===== src/rtl/sfifo_pkg.sv =====
// Shared helpers for the single-clock programmable FIFO:
// sizing, read-mode codes and the stored-word parity function.
package sfifo_pkg;

    localparam int FIFO_MODE_STD  = 0;
    localparam int FIFO_MODE_FWFT = 1;
    localparam int PAR_MAX_W      = 256;

    function automatic int clog2(input int n);
        int r;
        r = 0;
        while ((1 << r) < n) r++;
        return r;
    endfunction

    // Even parity bit: makes the total number of ones (data + bit) even.
    function automatic logic even_parity(input logic [PAR_MAX_W-1:0] d);
        return ^d;
    endfunction

endpackage


===== src/rtl/sfifo_prog_if.sv =====
// Producer/consumer-facing signal bundle of sfifo_prog; the FIFO takes the slave side.
interface sfifo_prog_if #(
    parameter int WIDTH     = 8,
    parameter int CNT_WIDTH = 5
);
    logic                 wr_en;
    logic [WIDTH-1:0]     wdata;
    logic                 rd_en;
    logic [WIDTH-1:0]     rdata;
    logic                 rvalid;
    logic                 full;
    logic                 empty;
    logic                 almost_full;
    logic                 almost_empty;
    logic [CNT_WIDTH-1:0] af_thresh;
    logic [CNT_WIDTH-1:0] ae_thresh;
    logic [CNT_WIDTH-1:0] count;
    logic                 overflow;
    logic                 underflow;
    logic                 err_clr;
    logic                 parity_err;

    modport master (
        output wr_en, wdata, rd_en, af_thresh, ae_thresh, err_clr,
        input  rdata, rvalid, full, empty, almost_full, almost_empty,
               count, overflow, underflow, parity_err
    );

    modport slave (
        input  wr_en, wdata, rd_en, af_thresh, ae_thresh, err_clr,
        output rdata, rvalid, full, empty, almost_full, almost_empty,
               count, overflow, underflow, parity_err
    );
endinterface


===== src/rtl/sfifo_mem.sv =====
// FIFO storage: one synchronous write port, one read port that is registered
// (standard mode, reset to zero) or combinational (first-word-fall-through).
module sfifo_mem
    import sfifo_pkg::*;
#(
    parameter int MW        = 8,
    parameter int DEPTH     = 16,
    parameter int PTR_WIDTH = 4,
    parameter int FWFT      = FIFO_MODE_STD
) (
    input  logic                 clk,
    input  logic                 res,
    input  logic                 we,
    input  logic [PTR_WIDTH-1:0] waddr,
    input  logic [MW-1:0]        wdata,
    input  logic                 re,
    input  logic [PTR_WIDTH-1:0] raddr,
    output logic [MW-1:0]        rdata
);

    logic [MW-1:0] mem_q [DEPTH];

    always_ff @(posedge clk) begin
        if (we) mem_q[waddr] <= wdata;
    end

    if (FWFT == FIFO_MODE_FWFT) begin : g_comb
        logic unused_rd;
        assign unused_rd = ^{res, re};
        assign rdata     = mem_q[raddr];
    end else begin : g_reg
        // Non-blocking read of the old word gives read-before-write on a shared address.
        logic [MW-1:0] rdata_q;
        always_ff @(posedge clk) begin
            if (res)     rdata_q <= '0;
            else if (re) rdata_q <= mem_q[raddr];
        end
        assign rdata = rdata_q;
    end

endmodule


===== src/rtl/sfifo_prog.sv =====
// Single-clock FIFO with any depth, occupancy count, programmable almost flags,
// sticky overflow/underflow and standard/FWFT read. Stored parity: SFIFO_PARITY_EN.
module sfifo_prog
    import sfifo_pkg::*;
#(
    parameter int WIDTH     = 8,
    parameter int DEPTH     = 16,
    parameter int PTR_WIDTH = clog2(DEPTH),
    parameter int CNT_WIDTH = clog2(DEPTH + 1),
    parameter int FWFT      = FIFO_MODE_STD
) (
    input  logic         clk,
    input  logic         res,
    sfifo_prog_if.slave  bus
);

`ifdef SFIFO_PARITY_EN
    localparam int MW = WIDTH + 1;
`else
    localparam int MW = WIDTH;
`endif
    localparam logic [PTR_WIDTH-1:0] PTR_LAST = PTR_WIDTH'(DEPTH - 1);
    localparam logic [CNT_WIDTH-1:0] CNT_FULL = CNT_WIDTH'(DEPTH);

    logic [PTR_WIDTH-1:0] wr_ptr_q, wr_ptr_d, rd_ptr_q, rd_ptr_d;
    logic [CNT_WIDTH-1:0] count_q, count_d;
    logic                 ovf_q, ovf_d, udf_q, udf_d;
    logic                 full, empty, rd_acc, wr_acc, rvalid;
    logic [MW-1:0]        mem_wdata, mem_rdata;

    assign full   = (count_q == CNT_FULL);
    assign empty  = (count_q == '0);
    assign rd_acc = bus.rd_en & ~empty;
    // A pop in the same cycle frees the slot, so a full FIFO still takes the write.
    assign wr_acc = bus.wr_en & (~full | rd_acc);

    always_comb begin
        wr_ptr_d = wr_ptr_q;
        rd_ptr_d = rd_ptr_q;
        count_d  = count_q;
        if (wr_acc) wr_ptr_d = (wr_ptr_q == PTR_LAST) ? '0 : wr_ptr_q + 1'b1;
        if (rd_acc) rd_ptr_d = (rd_ptr_q == PTR_LAST) ? '0 : rd_ptr_q + 1'b1;
        if (wr_acc & ~rd_acc)      count_d = count_q + 1'b1;
        else if (rd_acc & ~wr_acc) count_d = count_q - 1'b1;
        ovf_d = (bus.wr_en & ~wr_acc) | (ovf_q & ~bus.err_clr);
        udf_d = (bus.rd_en & empty)   | (udf_q & ~bus.err_clr);
    end

    always_ff @(posedge clk) begin
        if (res) begin
            wr_ptr_q <= '0;
            rd_ptr_q <= '0;
            count_q  <= '0;
            ovf_q    <= 1'b0;
            udf_q    <= 1'b0;
        end else begin
            wr_ptr_q <= wr_ptr_d;
            rd_ptr_q <= rd_ptr_d;
            count_q  <= count_d;
            ovf_q    <= ovf_d;
            udf_q    <= udf_d;
        end
    end

    sfifo_mem #(
        .MW        (MW),
        .DEPTH     (DEPTH),
        .PTR_WIDTH (PTR_WIDTH),
        .FWFT      (FWFT)
    ) u_mem (
        .clk   (clk),
        .res   (res),
        .we    (wr_acc),
        .waddr (wr_ptr_q),
        .wdata (mem_wdata),
        .re    (rd_acc),
        .raddr (rd_ptr_q),
        .rdata (mem_rdata)
    );

    if (FWFT == FIFO_MODE_FWFT) begin : g_fwft
        assign rvalid    = ~empty;
        assign bus.rdata = rvalid ? mem_rdata[WIDTH-1:0] : '0;
    end else begin : g_std
        logic rvalid_q;
        always_ff @(posedge clk) begin
            if (res) rvalid_q <= 1'b0;
            else     rvalid_q <= rd_acc;
        end
        assign rvalid    = rvalid_q;
        assign bus.rdata = mem_rdata[WIDTH-1:0];
    end

`ifdef SFIFO_PARITY_EN
    assign mem_wdata      = {even_parity(PAR_MAX_W'(bus.wdata)), bus.wdata};
    assign bus.parity_err = rvalid &
        (mem_rdata[WIDTH] != even_parity(PAR_MAX_W'(mem_rdata[WIDTH-1:0])));
`else
    assign mem_wdata      = bus.wdata;
    assign bus.parity_err = 1'b0;
`endif

    assign bus.rvalid       = rvalid;
    assign bus.full         = full;
    assign bus.empty        = empty;
    assign bus.almost_full  = (count_q >= bus.af_thresh);
    assign bus.almost_empty = (count_q <= bus.ae_thresh);
    assign bus.count        = count_q;
    assign bus.overflow     = ovf_q;
    assign bus.underflow    = udf_q;

endmodule

===== src/flat_wrapper.sv =====
// flat-port wrapper written by rule: the top's interface ports become plain ports
module sfifo_prog_flat import sfifo_pkg::*;
#(
    parameter int WIDTH     = 8,
    parameter int DEPTH     = 16,
    parameter int PTR_WIDTH = clog2(DEPTH),
    parameter int CNT_WIDTH = clog2(DEPTH + 1),
    parameter int FWFT      = FIFO_MODE_STD
)
  (clk, res, bus_wr_en, bus_wdata, bus_rd_en, bus_af_thresh, bus_ae_thresh, bus_err_clr, bus_rdata, bus_rvalid, bus_full, bus_empty, bus_almost_full, bus_almost_empty, bus_count, bus_overflow, bus_underflow, bus_parity_err);
  sfifo_prog_if #(.WIDTH(WIDTH), .CNT_WIDTH(CNT_WIDTH)) bus_i ();
  input  logic clk;
  input  logic res;
  input wire logic [$bits(bus_i.wr_en)-1:0] bus_wr_en;
  input wire logic [$bits(bus_i.wdata)-1:0] bus_wdata;
  input wire logic [$bits(bus_i.rd_en)-1:0] bus_rd_en;
  input wire logic [$bits(bus_i.af_thresh)-1:0] bus_af_thresh;
  input wire logic [$bits(bus_i.ae_thresh)-1:0] bus_ae_thresh;
  input wire logic [$bits(bus_i.err_clr)-1:0] bus_err_clr;
  output wire logic [$bits(bus_i.rdata)-1:0] bus_rdata;
  output wire logic [$bits(bus_i.rvalid)-1:0] bus_rvalid;
  output wire logic [$bits(bus_i.full)-1:0] bus_full;
  output wire logic [$bits(bus_i.empty)-1:0] bus_empty;
  output wire logic [$bits(bus_i.almost_full)-1:0] bus_almost_full;
  output wire logic [$bits(bus_i.almost_empty)-1:0] bus_almost_empty;
  output wire logic [$bits(bus_i.count)-1:0] bus_count;
  output wire logic [$bits(bus_i.overflow)-1:0] bus_overflow;
  output wire logic [$bits(bus_i.underflow)-1:0] bus_underflow;
  output wire logic [$bits(bus_i.parity_err)-1:0] bus_parity_err;
  assign bus_i.wr_en = bus_wr_en;
  assign bus_i.wdata = bus_wdata;
  assign bus_i.rd_en = bus_rd_en;
  assign bus_i.af_thresh = bus_af_thresh;
  assign bus_i.ae_thresh = bus_ae_thresh;
  assign bus_i.err_clr = bus_err_clr;
  assign bus_rdata = bus_i.rdata;
  assign bus_rvalid = bus_i.rvalid;
  assign bus_full = bus_i.full;
  assign bus_empty = bus_i.empty;
  assign bus_almost_full = bus_i.almost_full;
  assign bus_almost_empty = bus_i.almost_empty;
  assign bus_count = bus_i.count;
  assign bus_overflow = bus_i.overflow;
  assign bus_underflow = bus_i.underflow;
  assign bus_parity_err = bus_i.parity_err;
  sfifo_prog #(.WIDTH(WIDTH), .DEPTH(DEPTH), .PTR_WIDTH(PTR_WIDTH), .CNT_WIDTH(CNT_WIDTH), .FWFT(FWFT)) u_core (.clk(clk), .res(res), .bus(bus_i));
endmodule

===== config.mk =====
export PLATFORM = sky130hd
export DESIGN_NAME = sfifo_prog_flat
export DESIGN_NICKNAME = d
export VERILOG_FILES = /design/src/rtl/sfifo_pkg.sv /design/src/rtl/sfifo_prog_if.sv /design/src/rtl/sfifo_mem.sv /design/src/rtl/sfifo_prog.sv /design/src/flat_wrapper.sv
export SDC_FILE = /design/constraint.sdc
export NUM_CORES = 1
export LEC_CHECK = 0
export CAP_MARGIN = 20
export CORE_MARGIN = 8
export CORE_UTILIZATION = 51
export CTS_BUF_LIST = sky130_fd_sc_hd__clkbuf_8
export DETAILED_ROUTE_END_ITERATION = 8
export DONT_BUFFER_PORTS = 1
export PLACE_DENSITY = 0.74
export REMOVE_ABC_BUFFERS = 1
export SYNTH_ARGS = -nofsm -noshare
export SYNTH_HDL_FRONTEND = slang
export SYNTH_SLANG_ARGS = --single-unit

===== constraint.sdc =====
create_clock -name clk -period 2.9 [get_ports clk]
set_input_delay 0.145 -clock clk [delete_from_list [all_inputs] [get_ports clk]]
set_output_delay 0.145 -clock clk [all_outputs]
set_load 0.01 [all_outputs]

==> qor.yml, run 1 <==
setup_ws_ns: 0.188
track_usage_pct: 15.5
gr-total-overflow: 0
clock-sinks: 152
hold_violations: 0
place_ws_ns: 0.190
grt_pass1_vias: 3274
finalMaxSlewViolations: 0
start_util_pct: 51.5
detail-route-antenna-nets: 0
tns_ns: 0
dpl-instance-area_um2: 6640
worst_pin_slew_ns: 0.962
finalPower_mw: 5.35
clk_path_buf_depth: 2
min_path_type: "in2reg"
grt_pass1_wl_um: 18600
leakage_nw: 2.41
endpoint_kind: "flip-flop"
io_buffers: 0
ir_drop_mv: 0.344
vias_per_cell: 5.58
yosysTopAreaCellShare_pct: 60.2
whs_ns: 0.159
area_growth_pct: 12.7
yosysSeqAreaShare_pct: 67.7
drc: 0
async_flop_share_pct: 0
clkSlewWorstSetupHoldPaths_ns: 0.09
grt_max_degree: 37
fmax_mhz: 369
cp-start-kind: "flip-flop"
worstPathArrival_ns: 3.04
syn_avg_cell_area_um2: 16.9
fin_crit_ns: 2.71
synthTopCellsByArea: "edfxtp_1, mux4_2, dfxtp_1"
post_cts.repair.setup_buffers: 0
yosys_warnings: 0
io_pins: 44
dr.pass1.iters: 4
fin_crit_sh_pct: 93.5
antenna_found_initial: 2
core_um2: 12400
synth_ff_type: "edfxtp_1"
htree_num_levels: 4
num_vias: 3310
setup_viol: 0
routabilityCongestion: 0.752
cap_violations: 0
final_cell_area_um2: 7200
cts_buffers: 17
wirelength_um: 11900
clk_latency_ns: 0.43
critPathMaxFanout: 5
critPathKind: "reg2reg"
cts_tree: "built"
rsz0062_at_grt: "no"
drive_above_1_share_pct: 22.1
crit_required_ns: 3.23
yosysTopAreaCell: "edfxtp_1"
drt_iter0_markers: 323
die_area_um2: 16400
ys_seq_elements: 152
outcome: "complete, no violations"
fin_nets: 451
relSlewSlack_pct: 35.6
fin_skew_ns: 0.0123
die-height_um: 128
die_w_um: 128
syn_area_um2: 6390
clockRootBuffer: "clkbuf_8"
wl_per_cell_um: 20.0
power_density_nw_per_um2: 743
rows: 41
synth.distinct_cells: 39
synth_edf_count: 128
syn_inst: 379
dp_hpwl_um: 7620
r2r_slack_ns: 0.19
final cells by class:
| type | instances | area (µm²) |
|---|---|---|
| Fill cell | 918 | 5220 |
| Sequential cell | 152 | 4330 |
| Multi-Input combinational cell | 187 | 1900 |
| Timing Repair Buffer | 29 | 263 |
| Clock buffer | 18 | 248 |
| Tap cell | 172 | 215 |
| Clock inverter | 14 | 170 |
| Inverter | 20 | 75.1 |
| Antenna cell | 1 | 2.50 |
cells in the final DEF (no fill, tap or decap), types with 2 or more instances in the layout:
cell type      netlist  final
o21a_1               3      3
dlygate4sd3_1        0     13
nor2b_1              3      3
mux2i_1             18     18
nand2_1             12     12
nand3_1              3      3
inv_4                0      3
o221ai_2             8      8
a21oi_1             14     14
nor3_1               6      6
mux4_2              32     32
nor2_1              34     34
dfxtp_1             24     23
clkinv_4             0      2
edfxtp_1           128    128
bufinv_16            0      3
inv_1               19     20
clkbuf_8             0     18
ha_1                20     20
inv_6                0      4
a31oi_1              2      2
nand2b_1             4      4
nand3b_1             8      8
a41oi_1              2      2
xor2_1               4      4
buf_4                3     15
final timing paths:
| path | cells after the start | endpoint | startpoint |
|---|---|---|---|
| worst max-delay path | 11 | u_core.bus.count[4] | u_core.bus.count[0] |
| worst max register to register | 11 | u_core.bus.count[4] | u_core.bus.count[0] |
| worst min register to register | 2 | u_core.bus.overflow | u_core.bus.overflow |
| worst min-delay path | 2 | u_core.u_mem.rdata[7] | res |
stage by stage:
| step | util, % | cells |
|---|---|---|
| CTS | 57.9 | 592 |
| detailed placement | 53.5 | 547 |
| finish | 58.0 | 593 |
| floorplan | - | 359 |
| global route | 58.0 | 593 |
| global placement | 53.5 | 547 |
synth_stat cells (2+ instances only):
cell type / count
mux4_2: 32
buf_4: 3
nand3b_1: 8
edfxtp_1: 128
clkbuf_1: 9
mux2i_1: 18
xor2_1: 4
a31oi_1: 2
dfxtp_1: 24
nor2b_1: 3
a41oi_1: 2
ha_1: 20
nand3_1: 3
o21a_1: 3
inv_1: 19
a21oi_1: 14
o221ai_2: 8
nand2b_1: 4
nor2_1: 34
nand2_1: 12
buf_2: 5
nor3_1: 6
buf_1: 2
metal layers:
layer  global-route usage [%]  vias to the layer above  share of wire (%)
met2                     23.7                      127                 48
met5                        0                        -               0.11
met1                     19.8                     1646                 41
met4                     5.52                        2                1.3
met3                     5.87                       12                 10
li1                         -                     1523                  -
sequential cells by signal (all words and copies together) (netlist names):
register	flops
u_core.rd_ptr_q	4
u_core.bus.underflow	1
u_core.u_mem.mem_q	128
u_core.wr_ptr_q	4
u_core.bus.overflow	1
u_core.bus.count	5
u_core.bus.rvalid	1
u_core.u_mem.rdata	8
timing repair:
item / 4_1_cts / 5_1_grt
hold endpoints to repair: 152 / 0
endpoints found under the setup margin: 0 / 1
resized for setup: 0 / 1
hold buffers: 13 / 0
worst max-delay path, cell delays in order, from the launching register on:
cell and delay [ns]:
dfxtp_1 0.34, nor4_4 0.32, and2_4 0.26, nor2_8 0.05, inv_2 0.06, ha_1 0.19
inv_1 0.12, ha_1 0.31, a21o_1 0.19, a21oi_1 0.20, mux2i_1 0.24, mux2_1 0.33
report_power, final:
part | leakage, nW | switching (mW) | internal [mW]
clock network | 0.221 | 0.783 | 0.885
registers | 1.35 | 0.110 | 2.48
logic | 0.840 | 0.590 | 0.503
kinds of logic (layout without fill, tap and decap cells):
logic type	Yosys count	after routing	share of synthesized area, %
other cells	1	2	0.0587
mux	51	51	14.3
simple gates	75	75	5.95
flops	152	152	67.7
xor+xnor	5	5	0.685
buf+inv	40	81	2.74
compound gates	34	34	4.37
fa+ha+maj	21	21	4.23
Power figures use the tool's default switching activity.
==> run 2: changes to the inputs <==
- CELL_PAD_IN_SITES_DETAIL_PLACEMENT: default -> 1
- CELL_PAD_IN_SITES_GLOBAL_PLACEMENT: default -> 2
- CORE_UTILIZATION: 51 -> 43
- CTS_BUF_LIST: sky130_fd_sc_hd__clkbuf_8 -> default
- HOLD_SLACK_MARGIN: default -> 0.15
- PLACE_DENSITY: 0.74 -> 0.81
==> run 2 against run 1 <==
  * Register-to-register slack about the same
  * Final cell count increased by 3.4%
  * Non-clock buffer count increased by 11
  * Utilization decreased by 6.3 points
  * Global-route usage increased by 0.98 points
  * Fmax about the same
  * Die area increased by 16%
  * Cell area increased by 4.4%
  * First-iteration DRC count decreased by 25%
  * Critical path depth unchanged
  * Worst hold slack improved by 0.048 ns
  * Sequential share of layout area decreased by 2.5 points
==> qor.yml, run 2 (synthesis results as in run 1) <==
hold_violations: 0  # unchanged
ir_drop_mv: 0.460  # was 0.344 mV
cpMostUsedCell: "ha_1"  # unchanged
gr-total-overflow: 0  # unchanged
finalPower_mw: 6.16  # was 5.35 mW
slowest_delay_ns: 0.33  # was 0.34 ns
worst_pin_slew_ns: 0.996  # was 0.962 ns
fin_crit_ns: 2.71  # about the same
min_to: "u_core.u_mem.rdata[5]"  # was u_core.u_mem.rdata[7]
die-height_um: 138  # was 128 µm
reg2reg_from: "u_core.bus.count[0]"  # unchanged
diodes: 0  # was 1
io_buffers: 0  # unchanged
rr_worst_depth: 11  # unchanged
dr.pass1.iters: 4  # unchanged
r2r_end: "u_core.bus.count[4]"  # unchanged
whs_ns: 0.207  # was 0.159 ns
area_growth_pct: 17.6  # was 12.7%
clock-sinks: 152  # unchanged
setup_viol: 0  # unchanged
critPathMaxFanout: 5  # unchanged
die_area_um2: 19000  # was 16,400 µm²
fin_nets: 462  # was 451
vias_per_cell: 5.58  # about the same
largest-register: "u_core.u_mem.mem_q"  # unchanged
fmax_mhz: 369  # about the same
startpoint: "u_core.bus.count[0]"  # unchanged
core_um2: 14500  # was 12,400 µm²
crit_required_ns: 3.21  # was 3.23 ns
layout.cells.non_filler: 613  # was 593
cap_violations: 0  # unchanged
worstPathArrival_ns: 3.02  # was 3.04 ns
dp.cells: 569  # was 547
detail-route-antenna-nets: 0  # unchanged
post_cts.repair.setup_buffers: 0  # unchanged
start_util_pct: 44.0  # was 51.5%
track_usage_pct: 16.5  # was 15.5%
r2r_slack_ns: 0.19  # about the same
path_buf_inv: 2  # unchanged
hold_depth: 2  # unchanged
tns_ns: 0  # unchanged
clockRootBuffer: "clkbuf_16"  # was clkbuf_8
setup_ws_ns: 0.190  # was 0.188 ns
wirelength_um: 14500  # was 11,900 µm
io_pins: 44  # unchanged
outcome: "complete, no violations"  # unchanged
die_w_um: 138  # was 128 µm
grt_pass1_wl_um: 22600  # was 18,600 µm
min_path_type: "in2reg"  # unchanged
routed-wl-met2_um: 7360  # was 5690 µm
mostFrequentLayoutCells: "edfxtp_1, nor2_1, mux4_2"  # unchanged
endpoint_kind: "flip-flop"  # unchanged
fin_skew_ns: 0.00685  # was 0.0123 ns
fin_crit_sh_pct: 93.4  # was 93.5%
maxUsedRoutingLayer: "met4"  # was met5
wl_per_cell_um: 23.6  # was 20.0 µm
antenna_found_initial: 0  # was 2
drt_iter0_markers: 242  # was 323
grt_pass1_vias: 3843  # was 3,274
routabilityCongestion: 0.733  # was 0.752
dp_hpwl_um: 9000  # was 7620 µm
met3_length_um: 673  # was 1200 µm
num-fill-cells: 1399  # was 918
min_from: "res"  # unchanged
critPathKind: "reg2reg"  # unchanged
rows: 44  # was 41
clk_path_buf_depth: 2  # unchanged
cpMaxStageDelayCell: "dfxtp_1"  # unchanged
clkSlewWorstSetupHoldPaths_ns: 0.06  # was 0.09 ns
largest_reg_flops: 128  # unchanged
cts_tree: "built"  # unchanged
grt_max_degree: 37  # unchanged
drc: 0  # unchanged
power_density_nw_per_um2: 820  # was 743 nW/µm²
rsz0062_at_grt: "no"  # unchanged
finalMaxSlewViolations: 0  # unchanged
drive_above_1_share_pct: 22.8  # was 22.1%
met1_length_um: 6280  # was 4820 µm
num_vias: 3421  # was 3,310
crit_chain: "nor4_4, and2_4, nor2_8, inv_2, ha_1, inv_1, ha_1, a21o_1, a21oi_1, mux2i_1, mux2_1"  # unchanged
leakage_nw: 2.57  # was 2.41 nW
cts_buffers: 17  # unchanged
clk_latency_ns: 0.42  # was 0.43 ns
relSlewSlack_pct: 33.4  # was 35.6%
place_ws_ns: 0.154  # was 0.190 ns
cp-start-kind: "flip-flop"  # unchanged
mostFrequentLayoutCell: "edfxtp_1"  # unchanged
path_delay_family: "simple AND/OR/NAND/NOR gates"  # unchanged
htree_num_levels: 4  # unchanged
==> run 2: metal layers <==
layer | GRT usage [%] | vias to the layer above
met4 | 5.79 | 0
met2 | 27.4 | 75
met3 | 4.42 | 14
li1 | - | 1536
met5 | 0 | -
met1 | 20.4 | 1796
==> run 2: worst max-delay path by stage <==
stage / endpoint / cells after the start
floorplan: u_core.bus.count[4] / 9
global placement: u_core.bus.count[4] / 11
detailed placement: u_core.bus.count[4] / 11
CTS: u_core.bus.count[4] / 11
global route: u_core.bus.count[4] / 11
finish: u_core.bus.count[4] / 11
==> run 2: worst register-to-register path, stage by stage (launching register included) <==
cell and delay (ns):
dfxtp_1 0.33, nor4_4 0.31, and2_4 0.26, nor2_8 0.05
inv_2 0.06, ha_1 0.21, inv_1 0.12, ha_1 0.32
a21o_1 0.19, a21oi_1 0.20, mux2i_1 0.23, mux2_1 0.33
==> run 2: area by class of cell <==
class                      count  area (µm²)  area share [%]
sequential                   152        4330            57.6
multi-input combinational    187        1900            25.3
clock buffer                  18         429            5.71
timing repair buffer          40         348            4.63
tap                          184         230            3.06
clock inverter                12         206            2.75
inverter                      20        75.1           0.999
==> run 2: per-stage QoR <==
stage | util, % | cell area, µm²
6_report | 51.7 | 7510
5_1_grt | 51.7 | 7510
4_1_cts | 51.6 | 7500
3_5_place_dp | 46.3 | 6730
3_3_place_gp | 46.3 | 6730
2_1_floorplan | - | 6290
==> run 2: repair_timing <==
action                     in CTS  in global routing
hold buffers                   14                  0
setup endpoints to repair       0                  1
hold endpoints to repair      152                  0
resized for setup               0                  1
==> run 2: power breakdown <==
part	total (mW)	leakage (nW)	internal [mW]	switching (mW)
clock network	2.42	0.312	1.59	0.831
logic	1.12	0.902	0.512	0.608
registers	2.62	1.35	2.48	0.142
total	6.16	2.57	4.58	1.58
==> run 3: changes to the inputs <==
- CORE_UTILIZATION: 43 -> 41
- PLACE_DENSITY: 0.81 -> 0.8
- SYNTH_HIERARCHICAL: default -> 1
==> run 3 against run 2 <==
  * Combinational power shrank 19%
  * Final cell count grew 15%
  * Worst hold slack gained 0.17 ns
  * Largest cell class unchanged
  * Clock power shrank 16%
==> qor.yml, run 3 <==
drc: 0  # unchanged
drive_above_1_share_pct: 12.6  # was 22.8%
wl_per_cell_um: 20.4  # was 23.6 µm
dr.pass1.iters: 4  # unchanged
syn_avg_cell_area_um2: 14.5  # was 16.9 µm²
min_path_type: "in2reg"  # unchanged
reg2reg_from: "u_core/bus.count[0]"  # was u_core.bus.count[0]
place_ws_ns: 0.0903  # was 0.154 ns
detail-route-antenna-nets: 0  # unchanged
setup_viol: 0  # unchanged
die_w_um: 141  # was 138 µm
track_usage_pct: 15.0  # was 16.5%
vias_per_cell: 5.21  # was 5.58
use_met3_pct: 5.24  # was 4.42%
synth.distinct_cells: 44  # was 39
setup_ws_ns: 0.195  # was 0.190 ns
clkSlewWorstSetupHoldPaths_ns: 0.06  # about the same
start_util_pct: 41.3  # was 44.0%
syn_inst: 443  # was 379
yosys.cell_count.top_type: "edfxtp_1"  # unchanged
dpl-instance-area_um2: 6720  # was 6730 µm²
worstPathArrival_ns: 3.01  # was 3.02 ns
clockRootBuffer: "clkbuf_16"  # unchanged
final_cell_area_um2: 7410  # was 7510 µm²
synth_edf_count: 128  # unchanged
critPathMaxFanout: 6  # was 5
syn_area_um2: 6440  # was 6390 µm²
cap_violations: 0  # unchanged
htree_num_levels: 4  # unchanged
diodes: 0  # unchanged
leakage_nw: 2.46  # was 2.57 nW
fmax_mhz: 370  # was 369 MHz
synth_ff_type: "edfxtp_1"  # unchanged
r2r_slack_ns: 0.19  # about the same
cts_buffers: 17  # unchanged
hold_depth: 4  # was 2
grt_pass1_vias: 3926  # was 3,843
relSlewSlack_pct: 37.1  # was 33.4%
core_um2: 15600  # was 14,500 µm²
synthXorXnorAreaFrac_pct: 0.544  # was 0.685%
rr_worst_depth: 10  # was 11
clk_path_buf_depth: 2  # unchanged
synth_mux_area_share_pct: 10.7  # was 14.3%
drt_iter0_markers: 165  # was 242
r2r_end: "u_core/bus.count[4]"  # was u_core.bus.count[4]
io_buffers: 0  # unchanged
mostFrequentLayoutCell: "edfxtp_1"  # unchanged
largest-register: "u_core/u_mem/mem_q"  # was u_core.u_mem.mem_q
post_cts.repair.setup_buffers: 0  # unchanged
num_vias: 3685  # was 3,421
die-height_um: 141  # was 138 µm
met1_usage_pct: 16.4  # was 20.4%
cp-start-kind: "flip-flop"  # unchanged
io_pins: 44  # unchanged
finalPower_mw: 5.55  # was 6.16 mW
routabilityCongestion: 0.712  # was 0.733
grt.met2_usage_pct: 26.2  # was 27.4%
fin_nets: 518  # was 462
gr-total-overflow: 0  # unchanged
synth-simple-area-share_pct: 7.90  # was 5.95%
ys_seq_elements: 152  # unchanged
synthTopCellsByCount: "edfxtp_1, mux2i_1, nor2_1"  # was edfxtp_1, nor2_1, mux4_2
worst_pin_slew_ns: 0.940  # was 0.996 ns
synth_compound_area_share_pct: 6.76  # was 4.37%
outcome: "complete, no violations"  # unchanged
fin_crit_ns: 2.71  # about the same
die_area_um2: 20000  # was 19,000 µm²
min_from: "res"  # unchanged
async_flop_share_pct: 0  # unchanged
yosysTopAreaCell: "edfxtp_1"  # unchanged
antenna_found_initial: 0  # unchanged
synth_top_family_by_area: "multiplexers"  # unchanged
clock-sinks: 152  # unchanged
critPathKind: "reg2reg"  # unchanged
wirelength_um: 14400  # was 14,500 µm
dp_hpwl_um: 9290  # was 9000 µm
fin_skew_ns: 0.00538  # was 0.00685 ns
rsz0062_at_grt: "no"  # unchanged
largest_reg_flops: 128  # unchanged
power_density_nw_per_um2: 750  # was 820 nW/µm²
fin_crit_sh_pct: 93.3  # was 93.4%
rows: 46  # was 44
busiest_layer: "met2"  # unchanged
min_to: "u_core/u_mem/rdata[7]"  # was u_core.u_mem.rdata[5]
clk_latency_ns: 0.42  # about the same
mostFrequentLayoutCells: "edfxtp_1, mux2i_1, nor2_1"  # was edfxtp_1, nor2_1, mux4_2
yosysSeqAreaShare_pct: 67.1  # was 67.7%
synthTopCellsByArea: "edfxtp_1, mux2i_1, dfxtp_1"  # was edfxtp_1, mux4_2, dfxtp_1
ir_drop_mv: 0.464  # was 0.460 mV
grt_pass1_wl_um: 22200  # was 22,600 µm
hold_violations: 0  # unchanged
yosysTopAreaCellShare_pct: 59.6  # was 60.2%
endpoint_kind: "flip-flop"  # unchanged
crit_required_ns: 3.21  # about the same
finalMaxSlewViolations: 0  # unchanged
area_growth_pct: 14.9  # was 17.6%
grt_max_degree: 32  # was 37
cts_tree: "built"  # unchanged
yosys_warnings: 6  # was 0
synth_fa_ha_area_share_pct: 3.42  # was 4.23%
==> run 3: logic make-up (layout without fill, tap and decap cells) <==
group | count (synthesis) | in the layout
multiplexers | 69 | 69
flip-flops | 152 | 152
XOR/XNOR | 4 | 4
buffers and inverters | 33 | 81
AND/OR/NAND/NOR | 106 | 106
AO/OA/AOI/OAI | 61 | 61
other | 1 | 1
adder cells (fa/ha/maj) | 17 | 17
==> run 3: layout make-up <==
| type | instances | area, µm² |
|---|---|---|
| inverters | 14 | 52.6 |
| well taps | 216 | 270 |
| multi-input cells | 258 | 1900 |
| flip-flops and latches | 152 | 4330 |
| clock buffers | 20 | 447 |
| repair buffers | 35 | 308 |
| clock inverters | 12 | 103 |
| fillers | 1537 | 8190 |
==> run 3: power by group <==
| group | internal [mW] | switching (mW) | leakage [nW] |
|---|---|---|---|
| Combinational | 0.364 | 0.545 | 0.846 |
| Clock | 1.20 | 0.839 | 0.262 |
| Sequential | 2.49 | 0.118 | 1.35 |
| Total | 4.05 | 1.50 | 2.46 |
==> run 3: how the worst max path moves through the flow <==
stage | from | endpoint | slack [ns] | cells after the start
3_3_place_gp | u_core/bus.count[0] | u_core/bus.count[4] | 0.16 | 10
5_1_grt | u_core/bus.count[0] | u_core/bus.count[4] | 0.05 | 10
4_1_cts | u_core/bus.count[0] | u_core/bus.count[4] | 0.07 | 10
2_1_floorplan | u_core/rd_ptr_q[2] | u_core/rd_ptr_q[3] | -0.44 | 3
6_report | u_core/bus.count[0] | u_core/bus.count[4] | 0.19 | 10
3_5_place_dp | u_core/bus.count[0] | u_core/bus.count[4] | 0.09 | 10
==> run 3: timing repair <==
item | CTS | global route
hold buffers | 13 | 0
endpoints found under the setup margin | 0 | 2
resized for setup | 0 | 2
endpoints found under the hold margin | 152 | 0
==> run 3: worst max-delay path: stages (launching register included) <==
cell and delay [ns]:
dfxtp_1 0.31, or4_4 0.56, buf_4 0.19, o21ai_4 0.12, ha_1 0.20, inv_2 0.08, ha_1 0.32, a21oi_1 0.21
a211oi_1 0.10, a31oi_1 0.17, mux2_2 0.34
==> run 3: stage by stage <==
step,setup TNS (ns),hold WS [ns],cells,utilization [%]
detailed placement,0,0.214,661,43.1
CTS,0,0.363,706,47.4
finish,0,0.373,707,47.5
global route,0,0.389,707,47.5
global placement,0,0.214,660,43.0
floorplan,-2.03,0.214,424,-
==> run 3: routing by layer <==
metal	routed length, µm	vias up
met5	0	-
met4	241	0
met3	924	19
met2	7390	87
met1	5840	1830
li1	-	1749
